$ cat src/rtl/multibyte_add_seq.sv
// multibyte_add_seq: byte-serial multi-byte add/subtract controller around an external 8-bit ripple adder.
// Ports: clk, rst (async, active-high); start/sub/op_a/op_b request an op; busy/done/result/carry_out/overflow report it;
//        add_a/add_b/add_cin drive the external adder, add_s/add_cout return its sum and carry.
module multibyte_add_seq #(
  parameter int NBYTES = 4
) (
  input  logic                clk,
  input  logic                rst,
  input  logic                start,
  input  logic                sub,
  input  logic [8*NBYTES-1:0] op_a,
  input  logic [8*NBYTES-1:0] op_b,
  output logic                busy,
  output logic                done,
  output logic [8*NBYTES-1:0] result,
  output logic                carry_out,
  output logic                overflow,
  output logic [7:0]          add_a,
  output logic [7:0]          add_b,
  output logic                add_cin,
  input  logic [7:0]          add_s,
  input  logic                add_cout
);
  localparam int W = 8 * NBYTES;
  localparam int IW = $clog2(NBYTES);
  localparam logic [1:0] IDLE = 2'd0, RUN = 2'd1, DONE = 2'd2;
  logic [1:0]    state;
  logic [W-1:0]  a_reg, b_reg;
  logic          cy_reg;
  logic [IW-1:0] idx;
  logic          run, last;
  assign run = state == RUN;
  assign last = idx == IW'(NBYTES - 1);
  assign busy = state != IDLE;
  assign done = state == DONE;
  assign add_a = run ? a_reg[{idx, 3'b000} +: 8] : 8'd0;
  assign add_b = run ? b_reg[{idx, 3'b000} +: 8] : 8'd0;
  assign add_cin = run & cy_reg;
  always_ff @(posedge clk or posedge rst) begin
    if (rst) begin
      state <= IDLE;
      a_reg <= '0;
      b_reg <= '0;
      cy_reg <= 1'b0;
      idx <= '0;
      result <= '0;
      carry_out <= 1'b0;
      overflow <= 1'b0;
    end else if (state == IDLE) begin
      if (start) begin
        // subtraction is A + ~B + 1: invert B here, the +1 enters as the first carry-in
        a_reg <= op_a;
        b_reg <= sub ? ~op_b : op_b;
        cy_reg <= sub;
        idx <= '0;
        state <= RUN;
      end
    end else if (run) begin
      result[{idx, 3'b000} +: 8] <= add_s;
      cy_reg <= add_cout;
      idx <= idx + IW'(1);
      if (last) begin
        // b_reg already holds ~B for subtraction, so one rule covers both ops
        carry_out <= add_cout;
        overflow <= (a_reg[W-1] == b_reg[W-1]) && (add_s[7] != a_reg[W-1]);
        state <= DONE;
      end
    end else begin
      state <= IDLE;
    end
  end
endmodule

$ cat config.mk
export PLATFORM = sky130hd
export DESIGN_NAME = multibyte_add_seq
export DESIGN_NICKNAME = d
export VERILOG_FILES = /design/src/rtl/multibyte_add_seq.sv
export SDC_FILE = /design/constraint.sdc
export NUM_CORES = 1
export LEC_CHECK = 0
export ABC_CLOCK_PERIOD_IN_PS = 4220
export BUFFER_PORTS_ARGS = -buffer_cell sky130_fd_sc_hd__clkbuf_2
export CORE_ASPECT_RATIO = 2
export CORE_UTILIZATION = 53
export CTS_CLUSTER_SIZE = 10
export DETAILED_ROUTE_END_ITERATION = 8
export HOLD_SLACK_MARGIN = 0.08
export PLACE_DENSITY = 0.85
export SYNTH_ARGS = -nofsm -noshare
export SYNTH_HDL_FRONTEND = slang
export SYNTH_SLANG_ARGS = --single-unit
$ cat constraint.sdc
create_clock -name clk -period 4.22 [get_ports clk]
set_clock_uncertainty 0.15 [all_clocks]
set_input_delay 0.633 -clock clk [delete_from_list [all_inputs] [get_ports clk]]
set_output_delay 0.633 -clock clk [all_outputs]
set_load 0.1 [all_outputs]
=== Yosys cells after proc, flatten, opt, wreduce, memory -nomap -nowiden ===
Cells that the tools add are included.

* Add/sub/neg operators: 2
* Equal/unequal tests: 7
* Shifts and indexed selects: 4
* Multiplexer cells: 14
* Bitwise gates (word level): 3
* Reductions and logical operators: 9

{| class="wikitable"
|+ Operator list
! kind !! number
|-
| 32-bit by 6-bit indexed part select with 8-bit output || 2
|-
| 32-bit bitwise mux || 1
|-
| 32-bit two-way mux || 1
|-
| 32-bit NOT || 1
|-
| 8-bit by 7-bit variable shift with 32-bit output (first input constant) || 1
|-
| 8-bit by 7-bit indexed part select with 32-bit output || 1
|-
| 8-bit two-way mux || 2
|-
| 2-bit two-way mux || 7
|-
| 2-bit AND reduction || 4
|-
| 5-bit negator with 7-bit output || 1
|-
| 2-bit equality test (second input constant) || 2
|-
| 2-bit nonzero test || 2
|-
| 1-bit two-way mux || 3
|-
| 3-bit by 1-bit != test with 1-bit output (second input constant) || 1
|-
| 3-bit AND reduction || 1
|-
| 2-bit by 1-bit adder with 2-bit output (second input constant) || 1
|-
| 2-bit by 1-bit equality test with 1-bit output (second input constant) || 1
|-
| 2-bit zero test || 1
|-
| 2-bit != test (second input constant) || 1
|-
| 1-bit bitwise AND || 1
|-
| 1-bit equality test || 1
|-
| 1-bit logical AND || 1
|-
| 1-bit != test || 1
|-
| 1-bit NOT || 1
|}

* Bits in registers: 103
* Bits of input ports: 77
* Output and inout bits: 53
* Logic and storage cells: 47

=== Logic depth before layout (Yosys ltp) ===
Gate-level depths: netlist of run 1.

* Word-level depth: 4
* Gate-level depth with buffers: 8
* Mapped depth without buffers: 5

=== Worst setup path before layout of run 1 ===
Ideal clock, no wire load.

* Path kind: flip-flop to output port
* Start point: register state[0]
* End point: output port done
* Arrival time: 1.867 ns
* Data required time: 3.437 ns
* Path slack: 1.570 ns
* Cell stages (with the launch flop): 3
* Buffers on the path: 1
* Cells stage by stage: dfrtp_1 > clkbuf_8 > nor2b_1

* Word-level cells in the longest chain between the ends: 1

{| class="wikitable"
|+ Ends and longest elaborated chain
! item !! line !! text
|-
| from (decl) || 27 || <nowiki>logic [1:0] state;</nowiki>
|-
| from (signal assigned) || 41 || <nowiki>state <= IDLE;</nowiki>
|-
| from (signal assigned) || 56 || <nowiki>state <= RUN;</nowiki>
|-
| from (signal assigned) || 66 || <nowiki>state <= DONE;</nowiki>
|-
| 2-bit equality test || 35 || <nowiki>assign done = state == DONE;</nowiki>
|-
| to (decl) || 14 || <nowiki>output logic done,</nowiki>
|}

No other way between the ends.

=== Worst setup path after layout of run 1 ===
* Start point: register idx[0]
* End point: output port add_b[1]

* Word-level cells in the longest chain between the ends: 2

{| class="wikitable"
|+ Ends and longest elaborated chain
! item !! line !! text
|-
| from (decl) || 30 || <nowiki>logic [IW-1:0] idx;</nowiki>
|-
| from (signal assigned) || 61 || <nowiki>idx <= idx + IW'(1);</nowiki>
|-
| 32-bit by 6-bit indexed part select with 8-bit output || 37 || <nowiki>assign add_b = run ? b_reg[{idx, 3'b000} +: 8] : 8'd0;</nowiki>
|-
| 8-bit two-way mux || 37 ||
|-
| to (decl) || 19 || <nowiki>output logic [7:0] add_b,</nowiki>
|}

No other way between the ends.

==> results of run 1 <==
[final timing paths]
path	end	slack, ps
setup / recovery	add_b[1]	750
hold / removal	a_reg[11]$_DFFE_PP0P_	350
setup reg to reg	result[15]$_DFFE_PP0P_	1160
hold reg to reg	a_reg[11]$_DFFE_PP0P_	350
max in group asynchronous	result[24]$_DFFE_PP0P_	2680
min in group asynchronous	a_reg[18]$_DFFE_PP0P_	360
[layout make-up]
class / count / area (sq um)
Clock inverter: 5 / 41.3
Clock buffer: 10 / 239
Sequential cell: 103 / 2580
Inverter: 3 / 13.8
Tap cell: 102 / 128
Timing Repair Buffer: 132 / 668
Fill cell: 702 / 3190
Multi-Input combinational cell: 232 / 2090
[cell usage after synthesis (2+ instances only)]
library cell  instances  area share (%)
nor2_1               34             2.6
nand2_1               2            0.15
and2_1               18             2.3
ha_1                  6             1.5
dfrtp_1             103              53
nand2b_1              2            0.26
mux4_2                7             3.2
a22o_1               32             5.8
mux4_1                9             4.9
a21oi_1              36             3.7
buf_6                 2            0.46
inv_1                 3            0.23
mux2_2               32             7.4
nand3b_4              3             1.2
buf_2                 8            0.82
clkbuf_1              3            0.23
clkbuf_8              3            0.85
nor4b_4               2            0.98
buf_4                 7             1.1
xnor2_1              32             5.8
[metal layers]
metal | track usage [%] | share of wire (%) | up-vias
li1 | - | - | 1536
met1 | 25.8 | 36 | 1670
met2 | 42.4 | 55 | 119
met3 | 4.02 | 4.1 | 29
met4 | 16.1 | 4.9 | 0
met5 | 0 | 0 | -
[stage by stage]
stage	utilization (%)	area, sq um	cells	worst slack (ps)
5_1_grt	64.4	5760	587	592
2_1_floorplan	-	4870	362	733
4_1_cts	64.4	5760	587	714
6_report	64.4	5760	587	747
3_3_place_gp	61.2	5480	572	1120
3_5_place_dp	61.2	5480	572	1100
[worst max-delay path, delay by kind of cell (launching register included)]
kind	cells	cell delay (ps)
flip-flops	1	1130
multiplexers	1	680
buffers and inverters	1	360
AND/OR/NAND/NOR	1	170
[logic make-up after synthesis]
family	count (synthesis)
compound gates	72
xor+xnor	32
fa+ha+maj	6
buf+inv	27
flops	103
mux	49
simple gates	73
==> out/results.ini, run 1 <==
[run_status]
status=completed

[detailed_routing]
drc=0
drt_pass1_iterations=4
vias=3354
drt_iter0_markers=147
routedWlPerCell_um=18.2
avgViaCountPerCell=5.71
drt-total-wl_um=10700
ant_nets=0

[timing]
fin_crit_ps=3470
fin_hold_ws_ps=352
tightest_slew_ps=1180
finalCritPeriodShare_pct=82.3
slew_headroom_pct=21.2
rsz0062_at_grt=false
setup_viol=0
slew_viol_final=0
fmax_mhz=288
tns_ps=0
hold_violations=0

[synthesis]
async_flop_share_pct=100
synth_xor_area_share_pct=5.76
synth_fp_nets=445
synth_seq_cells=103
yosys.area_share.simple_pct=9.82
yosys_warnings=0
yosys_most_used_dff=dfrtp_1
synth_top_family_by_area=multiplexers
synth_cell_types=38
synthCells=362
synth-seq-area-share_pct=53.0
synth_area_per_cell_sq_um=13.4
syn_area_sq_mm=0.00487
synth_compound_area_share_pct=10.1
synthMuxAreaShare_pct=15.7
synth-edff-count=0
synthAdderAreaFrac_pct=1.54

[setup_path]
r2r-start=idx[0]$_DFFE_PP0P_
end_kind=output port
cp_cell_sequence=mux4_1 > and2_1 > clkbuf_2
crit_arrival_ps=2690
setup.worst_path.class=register to output port
critPathMaxStageDelay_ps=1130
worstPathRequired_ps=3440
crit_slowest_cell=dfrtp_1
critPathLaunchType=register
critPathLaunch=idx[0]$_DFFE_PP0P_
path_max_fanout=21
reg2regPathDepth=5

[die]
fp.dieArea_sq_mm=0.00959
die_h_um=138
start_util_pct=54.4
placementRows=49
ios=130
core_area_sq_mm=0.00895
die_w_um=69.8

[finish]
layout_common_cells=clkbuf_2 (129), dfrtp_1 (103), a21oi_1 (36)
layout-drive-gt1-share_pct=40.6
diodes=0
syn2layout_area_growth_pct=18.4
final_common_cell=clkbuf_2
layout.nets=564

[cts]
cts_sinks=103
holdBufCountCts=0
clk_path_buf_depth=2
tritoncts=done
cts_buffers=9
cts_setup_buffers=0
cts_htree_levels=3
clk_latency_ps=340
cts_root_buf=clkbuf_16
cts_resized=0
clkTransAtPathRegs_ps=70

[hold_path]
holdPathStages=1
hold_class=register to register
min_from=a_reg[11]$_DFFE_PP0P_

[place]
dp_hpwl_um=7530
place_congestion=0.778
port_buffers=129

[global_route]
grt_max_degree=100
grt_pass1_vias=3524
antenna_found_initial=0
grt_pass1_wl_um=17400
grt_usage_pct=23.8
grt-ovfl-total=0

[job]
cap_violations=0

Power of run 1 is not shown: default switching activity piles up to over one toggle a cycle in this logic, so the estimate is an artifact.
==> inputs of run 2 (changes only) <==
- ABC_CLOCK_PERIOD_IN_PS: 4220 -> 3600
- clock period: 4.22 -> 3.6 ns (I/O delays scaled with it)
==> out/results.ini, run 2 (synthesized netlist as in run 1, its figures left out) <==
[run_status]
status=completed

[detailed_routing]
drt_pass1_iterations=4
ant_nets=0
drt-total-wl_um=10800
vias=3377
avgViaCountPerCell=5.73
drc=0
drt_iter0_markers=143
routedWlPerCell_um=18.4

[global_route]
grt_usage_pct=24.0
antenna_found_initial=0
grt_max_degree=100
use_met2_pct=44.1
grt_pass1_wl_um=17400
grt_busiest_layer=met2
grt_use_met3_pct=4.32
grt_pass1_vias=3474
met1_usage_pct=26.9
grt-ovfl-total=0

[timing]
fmax_mhz=321
fin_crit_ps=3120
finalCritPeriodShare_pct=86.6
rsz0062_at_grt=false
hold_violations=0
tightest_slew_ps=1040
tns_ps=0
slew_viol_final=0
slew_headroom_pct=30.9
setup_viol=0

[finish]
fill_cells=682
layout-drive-gt1-share_pct=40.9
final_common_cell=clkbuf_2
layout_common_cells=clkbuf_2 (129), dfrtp_1 (103), a21oi_1 (36)
syn2layout_area_growth_pct=19.3
diodes=0
layout.nets=566

[setup_path]
cpLargestDelayFamily=flip-flops
end_kind=output port
reg2regPathDepth=5
path_buf_inv=2
cp.depth=4
critPathMaxStageDelay_ps=730
worstPathRequired_ps=2910
cp_cell_sequence=buf_12 > mux4_1 > and2_1 > clkbuf_2
critPathLaunchType=register
setup.worst_path.class=register to output port
crit_slowest_cell=dfrtp_1
worst-r2r-setup-slack_ps=1090
path_max_fanout=14
crit_arrival_ps=2430

[cts]
holdBufCountCts=0
cts_buffers=9
tritoncts=done
clk_latency_ps=340
cts_setup_buffers=0
cts_resized=0
cts_sinks=103
clkTransAtPathRegs_ps=70
clk_path_buf_depth=2
cts_htree_levels=3
cts_root_buf=clkbuf_16

[hold_path]
hold_class=input port to async pin

[place]
port_buffers=129
place_congestion=0.796
dp_hpwl_um=7820

[die]
placementRows=49
die_w_um=69.8
ios=130
fp.dieArea_sq_mm=0.00959
start_util_pct=54.4
die_h_um=138
core_area_sq_mm=0.00895

[job]
cap_violations=0

## run 2: area by class of cell
type	count	area (sq um)	area share (%)
tap	102	128	2.20
multi-input combinational	232	2090	36.1
clock buffer	11	253	4.35
clock inverter	4	30.0	0.517
inverter	3	13.8	0.237
timing repair buffer	134	708	12.2
sequential	103	2580	44.4
## run 2: path summary, 6_finish.rpt
kind | end | from
worst max-delay path | add_a[0] | idx[0]$_DFFE_PP0P_
worst min-delay path | a_reg[25]$_DFFE_PP0P_ | rst
worst max register to register | result[9]$_DFFE_PP0P_ | idx[0]$_DFFE_PP0P_
worst min register to register | result[17]$_DFFE_PP0P_ | result[17]$_DFFE_PP0P_
max in group asynchronous | result[0]$_DFFE_PP0P_ | rst
min in group clk | a_reg[0]$_DFFE_PP0P_ | op_a[0]
## run 2: per-layer routing
layer,up-vias,routed length [um],share of wire [%]
met5,-,0,0
met4,0,335,3.1
met1,1692,3960,37
met2,119,6100,56
li1,1545,-,-
met3,21,440,4.1
## run 2: through the flow
step	hold WS (ps)	setup slack [ps]	instances	instance area [sq um]	utilization, %
floorplan	300	206	362	4870	-
global placement	316	873	574	5520	61.7
detailed placement	331	830	574	5520	61.7
CTS	102	437	589	5800	64.8
global route	132	384	589	5800	64.8
finish	94.4	482	589	5800	64.8
## run 2: worst register-to-register path: stages (launching register included)
cell     delay (ps)
dfrtp_1         730
inv_1           290
ha_1            530
nand2_1         170
nor4_4          380
a22o_1          210
Power of run 2 is left out for the same reason.
==> inputs of run 3 (changes only) <==
- ABC_AREA: not set -> 1
==> out/results.ini, run 3 <==
[run_status]
status=completed

[detailed_routing]
drc=0
m1WireLength_um=4770
avgViaCountPerCell=5.11
met2_length_um=6670
drt_iter0_markers=281
drt-total-wl_um=12400
routedWlPerCell_um=14.2
vias=4454
wl_met3_um=509
routed.top_layer=met4
drt_pass1_iterations=5
ant_nets=0

[setup_path]
path_max_fanout=41
end_kind=output port
worstPathRequired_ps=2910
setup.worst_path.class=register to output port
critPathMaxStageDelay_ps=680
cp_cell_sequence=inv_2 > nand2_1 > nand3_1 > a21oi_1 > buf_12
crit_arrival_ps=2240
r2r-start=idx[0]$_DFFE_PP0P_
critPathLaunch=idx[0]$_DFFE_PP0P_
reg2regPathDepth=6
crit_slowest_cell=dfrtp_1
critPathLaunchType=register

[place]
pre_cts_slack_ps=1070
post_dp_cell_area_sq_mm=0.00601
port_buffers=129
dpl.cell_count=855
dp_hpwl_um=8990
place_congestion=0.876

[finish]
syn2layout_area_growth_pct=22.9
final_area_sq_mm=0.00632
layout-drive-gt1-share_pct=21.1
layout_common_cells=nand2_1 (239), clkbuf_2 (113), dfrtp_1 (103)
diodes=0
fill_cells=761
final_common_cell=nand2_1
layout.nets=845
fin_cells=871

[global_route]
grt_pass1_wl_um=19900
grt_usage_pct=25.4
grt-ovfl-total=0
grt_max_degree=104
grt_pass1_vias=4319
antenna_found_initial=0

[die]
fp.dieArea_sq_mm=0.0101
start_util_pct=54.8
placementRows=50
ios=130
die_w_um=71.6
core_area_sq_mm=0.00938
die_h_um=141

[synthesis]
synth-seq-area-share_pct=50.1
netlist.area_leader.share_pct=50.1
yosysTopAreaCell=dfrtp_1
synth-edff-count=0
synth_seq_cells=103
async_flop_share_pct=100
synth_cell_types=23
ys_top_cells_by_area=dfrtp_1 (50%), nand2_1 (17%), inv_1 (6.0%)
synth_fp_nets=732
syn_area_sq_mm=0.00514
yosysMostFrequentCell=nand2_1
synthCells=649
yosys_warnings=0
synth_area_per_cell_sq_um=7.92
yosys_most_used_dff=dfrtp_1
synth_common_cells=nand2_1 (239), dfrtp_1 (103), inv_1 (82), o21ai_0 (39), nand3_1 (38)

[timing]
layout_setup_ws_ps=671
rsz0062_at_grt=false
tns_ps=0
setup_viol=0
slew_viol_final=0
fin_crit_ps=2930
hold_violations=0
tightest_slew_ps=1020
fmax_mhz=341
finalCritPeriodShare_pct=81.4
slew_headroom_pct=31.9

[cts]
clkTransAtPathRegs_ps=70
cts_buffers=9
clk_latency_ps=340
cts_root_buf=clkbuf_16
cts_setup_buffers=0
cts_htree_levels=3
cts_resized=0
clk_path_buf_depth=2
holdBufCountCts=0
tritoncts=done
cts_sinks=103

[job]
cap_violations=0

[hold_path]
hold_class=input port to async pin

[run 3: critical path, delay by kind of cell (launching register included)]
family	cells	cell delay, ps
flip-flops	1	680
buffers and inverters	2	660
AO/OA/AOI/OAI	1	300
AND/OR/NAND/NOR	2	240
[run 3: kinds of logic (layout without fill, tap and decap cells)]
group | after synthesis | in the layout | synth area share, %
buf+inv | 117 | 235 | 10.1
xor+xnor | 32 | 32 | 5.45
compound gates | 87 | 87 | 8.47
fa+ha+maj | 6 | 6 | 1.46
flops | 103 | 103 | 50.1
simple gates | 304 | 304 | 24.4
[run 3: layer usage]
metal / up-vias / track usage, %
met5: - / 0
li1: 2206 / -
met2: 150 / 44.9
met1: 2063 / 28.4
met3: 35 / 4.26
met4: 0 / 14.1
[run 3: area by class of cell]
class / count / area (sq um) / share of cell area [%]
sequential: 103 / 2580 / 40.8
multi-input combinational: 429 / 2040 / 32.3
timing repair buffer: 133 / 928 / 14.7
inverter: 86 / 330 / 5.23
clock buffer: 11 / 243 / 3.84
tap: 104 / 130 / 2.06
clock inverter: 5 / 63.8 / 1.01
[run 3: per-stage QoR]
step / util (%) / hold WS [ps]
4_1_cts: 67.3 / 182
3_3_place_gp: 64.0 / 313
6_report: 67.3 / 156
2_1_floorplan: - / 299
5_1_grt: 67.3 / 195
3_5_place_dp: 64.0 / 317
[run 3: path summary, 6_finish.rpt]
| check | to | slack [ps] |
|---|---|---|
| setup / recovery | add_a[4] | 670 |
| setup reg to reg | result[7]$_DFFE_PP0P_ | 1090 |
| hold reg to reg | result[7]$_DFFE_PP0P_ | 330 |
| hold / removal | result[1]$_DFFE_PP0P_ | 160 |
| min in group clk | a_reg[9]$_DFFE_PP0P_ | 260 |
| max in group asynchronous | a_reg[2]$_DFFE_PP0P_ | 2740 |
Power of run 3 is left out for the same reason.
